===== src/rtl/stack_seq_pkg.sv =====
// Shared definitions for the stack sequencer: stack pointer index, opcodes,
// FSM state encodings and the request legality check done at acceptance.
package stack_seq_pkg;

  localparam logic [1:0] SP_IDX = 2'd3;

  typedef enum logic {
    OP_PUSH = 1'b0,
    OP_POP  = 1'b1
  } op_e;

  typedef enum logic [2:0] {
    ST_IDLE   = 3'd0,
    ST_PUSH   = 3'd1,
    ST_POP_RD = 3'd2,
    ST_POP_WB = 3'd3,
    ST_POP_SP = 3'd4,
    ST_ERR    = 3'd5
  } state_e;

  // Overflow, underflow, or a pop that would clobber SP with stack data.
  function automatic logic req_error(input op_e        op,
                                     input logic [1:0] dst,
                                     input logic [7:0] depth,
                                     input logic [7:0] max_depth);
    if (op == OP_PUSH) return depth == max_depth;
    return (depth == 8'd0) || (dst == SP_IDX);
  endfunction

endpackage


===== src/rtl/stack_seq.sv =====
// PUSH/POP micro-operation sequencer; owns the regfile ports and memory
// strobes while busy. Stack grows down: push stores at SP-1, pop loads from SP.
module stack_seq
  import stack_seq_pkg::*;
#(
  parameter int unsigned STACK_DEPTH = 16
) (
  input  logic       clk,
  input  logic       rst,
  input  logic       req_valid,
  output logic       req_ready,
  input  logic       req_op,
  input  logic [1:0] req_reg,
  output logic       busy,
  output logic       done,
  output logic       err,
  output logic [7:0] depth,
  output logic [1:0] rf_rd_addr1,
  input  logic [7:0] rf_rd_d1,
  output logic [1:0] rf_rd_addr2,
  input  logic [7:0] rf_rd_d2,
  output logic       rf_wr_en,
  output logic [1:0] rf_wr_addr,
  output logic [7:0] rf_wr_d,
  output logic [7:0] mem_addr,
  output logic [7:0] mem_wdata,
  output logic       mem_we,
  output logic       mem_re,
  input  logic [7:0] mem_rdata
);

  localparam logic [7:0] MAX_DEPTH = 8'(STACK_DEPTH);

  state_e     state_q, state_d;
  logic [1:0] reg_q;
  logic [7:0] depth_q;
  logic [7:0] sp_dec, sp_inc;
  logic       accept;

  assign busy        = (state_q != ST_IDLE);
  assign req_ready   = !busy;
  assign accept      = req_valid && req_ready;
  assign depth       = depth_q;
  assign rf_rd_addr1 = reg_q;
  assign rf_rd_addr2 = SP_IDX;
  // 8-bit wrap is intentional: SP=0x00 pushes to 0xFF, SP=0xFF pops to 0x00.
  assign sp_dec      = rf_rd_d2 - 8'd1;
  assign sp_inc      = rf_rd_d2 + 8'd1;

  // NOTE: non-blocking assignments for all state so every register samples
  // pre-edge values regardless of statement order.
  always_ff @(posedge clk) begin
    if (rst) begin
      state_q <= ST_IDLE;
      reg_q   <= 2'd0;
      depth_q <= 8'd0;
    end else begin
      state_q <= state_d;
      if (accept) reg_q <= req_reg;
      if (state_q == ST_PUSH)        depth_q <= depth_q + 8'd1;
      else if (state_q == ST_POP_SP) depth_q <= depth_q - 8'd1;
    end
  end

  always_comb begin
    // NOTE: every output gets a default before the case so no path infers a latch.
    state_d    = state_q;
    done       = 1'b0;
    err        = 1'b0;
    rf_wr_en   = 1'b0;
    rf_wr_addr = 2'd0;
    rf_wr_d    = 8'd0;
    mem_addr   = 8'd0;
    mem_wdata  = 8'd0;
    mem_we     = 1'b0;
    mem_re     = 1'b0;

    case (state_q)
      ST_IDLE: begin
        if (accept) begin
          if (req_error(op_e'(req_op), req_reg, depth_q, MAX_DEPTH)) state_d = ST_ERR;
          else if (op_e'(req_op) == OP_PUSH)                          state_d = ST_PUSH;
          else                                                        state_d = ST_POP_RD;
        end
      end
      ST_PUSH: begin
        // Pushing r3 stores the pre-decrement SP since rf_rd_d1 is read before the write.
        mem_we     = 1'b1;
        mem_addr   = sp_dec;
        mem_wdata  = rf_rd_d1;
        rf_wr_en   = 1'b1;
        rf_wr_addr = SP_IDX;
        rf_wr_d    = sp_dec;
        done       = 1'b1;
        state_d    = ST_IDLE;
      end
      ST_POP_RD: begin
        mem_re   = 1'b1;
        mem_addr = rf_rd_d2;
        state_d  = ST_POP_WB;
      end
      ST_POP_WB: begin
        rf_wr_en   = 1'b1;
        rf_wr_addr = reg_q;
        rf_wr_d    = mem_rdata;
        state_d    = ST_POP_SP;
      end
      ST_POP_SP: begin
        rf_wr_en   = 1'b1;
        rf_wr_addr = SP_IDX;
        rf_wr_d    = sp_inc;
        done       = 1'b1;
        state_d    = ST_IDLE;
      end
      ST_ERR: begin
        done    = 1'b1;
        err     = 1'b1;
        state_d = ST_IDLE;
      end
      default: state_d = ST_IDLE;
    endcase
  end

endmodule

===== config.mk =====
export PLATFORM = sky130hd
export DESIGN_NAME = stack_seq
export DESIGN_NICKNAME = d
export VERILOG_FILES = /design/src/rtl/stack_seq_pkg.sv /design/src/rtl/stack_seq.sv
export SDC_FILE = /design/constraint.sdc
export NUM_CORES = 1
export LEC_CHECK = 0
export BUFFER_PORTS_ARGS = -buffer_cell sky130_fd_sc_hd__buf_2
export CAP_MARGIN = 20
export CORE_UTILIZATION = 37
export DETAILED_ROUTE_END_ITERATION = 7
export HOLD_SLACK_MARGIN = 0.15
export PLACE_DENSITY = 0.67
export SETUP_SLACK_MARGIN = 0.5
export SYNTH_ARGS = -nofsm -noshare
export SYNTH_HDL_FRONTEND = slang
export SYNTH_SLANG_ARGS = --single-unit

===== constraint.sdc =====
create_clock -name clk -period 6 [get_ports clk]
set_input_delay 0.6 -clock clk [delete_from_list [all_inputs] [get_ports clk]]
set_output_delay 0.6 -clock clk [all_outputs]
set_load 0.01 [all_outputs]

==> run metrics <==
# rows=22; post-layout minimum cycle time=3020 ps; die area=4180 µm²; Tot Pwr=796 µW; leakage=0.000956 µW; Startpoint Class=register; worst-path maximum fanout=27; CTS tree=built; worst vdd ir=0.189 mV; status=finished, final reports clean; DRT Wirelength=3810 µm; crit end category=output port; Root Driver=clkbuf_8; final-report setup violation count=0; post-synthesis sequential area ratio=17.9%; CP cell instances=or2_1, inv_1, a22o_1, buf_2; first-pass GRT wire length=6180 µm; die extent in y=64.6 µm; Vias per Instance=5.05; Max clock buf depth=2; met3 wire length=179 µm; I/O pins=75; CP max stage cell=dfxtp_1; Seq cells post-synth=13; Post-CTS Resized=0; Port Buffers=72; f_max=331 MHz; 1st-pass router iterations=4; post-synth cell types=43; worst skew pair latency=250 ps; Slew Limit Headroom=44.7%; Filler cells=408; Fin Hold WS=478 ps; gr usage total=18.9%; Design Area, Final=1840 µm²; worst-margin pin slew=828 ps; # nets final=309; Finished Layout Cells=316; grt ovf=0; Slew Viols, Final=0; WL per Instance=12.1 µm; CTS Buf Count=3; clk_skew=3.41 ps; placed instance area=1800 µm²; largest net degree at the start of global routing=28; PwrDens=431 nW/µm²; setup TNS=0 ps; CP max stage delay=860 ps; CP Buf/Inv Count=2; Post-Syn Instances=206; initial antenna violation count=0; delay-heaviest family, CP=flip-flops; top cells by area, synth=dfxtp_1 (18%), ha_1 (7.8%), nand2_1 (6.7%); Req. time, crit path=5400 ps; vias in the first global route=1350; uppermost layer routed=met4; # hold bufs at CTS=0; chip width=64.6 µm; DR iter-0 viols=91; Clock transition at path regs=60 ps; CTS H-tree lvls=1; dpl hpwl=2920 µm; Final Hold Violating Endpoints=0; post-placement cell count=312; Ys Warns=0; routed vias=1596; RePlAce Congestion=0.859; Core Area=3720 µm²; layout cell share with drive strength beyond 1=30.2%; Met2 Wirelength=1760 µm; worst hold path class=register to register; storage element area=260 µm²; Tcrit/Tclk final=50.4%; Cell Area, Synth=1450 µm²; multi-input logic area=1090 µm²; MaxCap Viol Count=0; Num Clock Sinks=13; Final ANT Viol Nets=0; Post-CTS Setup Inserts=0; WP data arrival=2420 ps; leading area contributor after synthesis=dfxtp_1; RSZ-0062 raised after global routing=false; kind of critical path=register to output port; Syn-to-layout area delta=27.1%; Yosys top cell area share=17.9%; Initial Utilization=39.1%; # diodes=0; syn_area_per_cell=7.05 µm²; DR DRC count=0; M1 WL=1840 µm
==> sequential cells by signal, indices dropped and copies added, names as in the netlist <==
signal and cells:
state_q 3, rf_rd_addr1 2, depth 8
==> power breakdown <==
| part | switching [µW] | total [µW] | internal [µW] |
|---|---|---|---|
| registers | 49.2 | 166 | 117 |
| logic | 307 | 547 | 240 |
| clock network | 35.6 | 82.7 | 47.1 |
| total | 392 | 796 | 404 |
==> cell usage in the layout, fill, tap and decap left out, types with 2 or more instances in the layout <==
cell type	instances
a211oi_1	2
a21oi_1	18
a31oi_1	2
and2_1	9
and3_1	2
buf_2	72
clkbuf_8	3
conb_1	2
dfxtp_1	13
ha_1	9
inv_1	7
mux2i_1	5
nand2_1	26
nand2b_1	2
nand3_1	12
nor2_1	17
nor2b_1	4
nor3_1	3
nor4_1	2
nor4b_1	2
o211a_1	2
o21ai_0	13
o22ai_1	8
xnor2_1	8
xor2_1	9
==> through the flow <==
step,worst slack [ps],utilization (%)
after floorplan,3390,-
after global placement,3090,48.4
after detailed placement,3050,48.4
after CTS,2970,49.6
after global routing,2790,49.6
final,2980,49.6
==> cell type report <==
type / count / share of cell area, %
Multi-Input combinational cell: 172 / 59.2
Timing Repair Buffer: 72 / 19.5
Sequential cell: 13 / 14.1
Tap cell: 48 / 3.26
Clock buffer: 4 / 2.44
Inverter: 7 / 1.42
==> worst min-delay path: stages, from the launching register on <==
cell     delay, ps
dfxtp_1        320
nand2_1         60
a21oi_1         50
==> synthesized netlist by cell type <==
cell type / n
conb_1: 1
mux2_2: 1
or3b_4: 1
nor3_4: 1
buf_2: 4
dfxtp_1: 13
a21o_1: 1
nor4_1: 2
buf_1: 1
nor4b_1: 2
buf_6: 1
a21oi_1: 18
o22ai_1: 8
nand2_1: 26
o211a_1: 2
or2_1: 1
xnor2_1: 8
nand3b_1: 1
xor2_1: 9
buf_4: 2
mux2i_1: 5
fa_1: 1
nor3_2: 1
a211oi_1: 2
nor3_1: 3
o22ai_2: 1
a31oi_1: 2
nand2b_1: 2
and3b_1: 1
o21ai_0: 13
nor2b_1: 4
or2_2: 1
a21boi_0: 1
o31ai_1: 1
nand3_1: 12
a22o_1: 1
and2_1: 9
ha_1: 9
and3_1: 2
nor2_1: 17
clkbuf_1: 7
or3_1: 1
inv_1: 7
==> cells by family (layout without fill, tap and decap cells) <==
family          count (synthesis)  after routing  share of synthesized area (%)
fa+ha+maj                      10             10                           9.14
simple gates                   87             87                           30.7
other cells                     1              2                          0.258
xor+xnor                       17             17                           10.3
compound gates                 50             50                           20.4
buf+inv                        22             83                           7.07
mux                             6              6                           4.22
flops                          13             13                           17.9
==> metal layers <==
layer | up-vias | global-route usage (%)
met1 | 713 | 25.8
li1 | 839 | -
met3 | 4 | 4.23
met5 | - | 0
met4 | 0 | 5.28
met2 | 40 | 29.3
==> path summary, 6_finish.rpt <==
check | start | to | slack [ps] | cells after the start
worst max-delay path | state_q[1]$_SDFFE_PP0P_ | mem_addr[7] | 2980 | 4
worst min-delay path | rf_rd_addr1[1]$_SDFFE_PP0P_ | rf_rd_addr1[1]$_SDFFE_PP0P_ | 480 | 2
worst max register to register | state_q[1]$_SDFFE_PP0P_ | depth[7]$_SDFFE_PP0P_ | 3010 | 7
worst min register to register | rf_rd_addr1[1]$_SDFFE_PP0P_ | rf_rd_addr1[1]$_SDFFE_PP0P_ | 480 | 2
No activity file was read; power rests on OpenSTA's default activity.
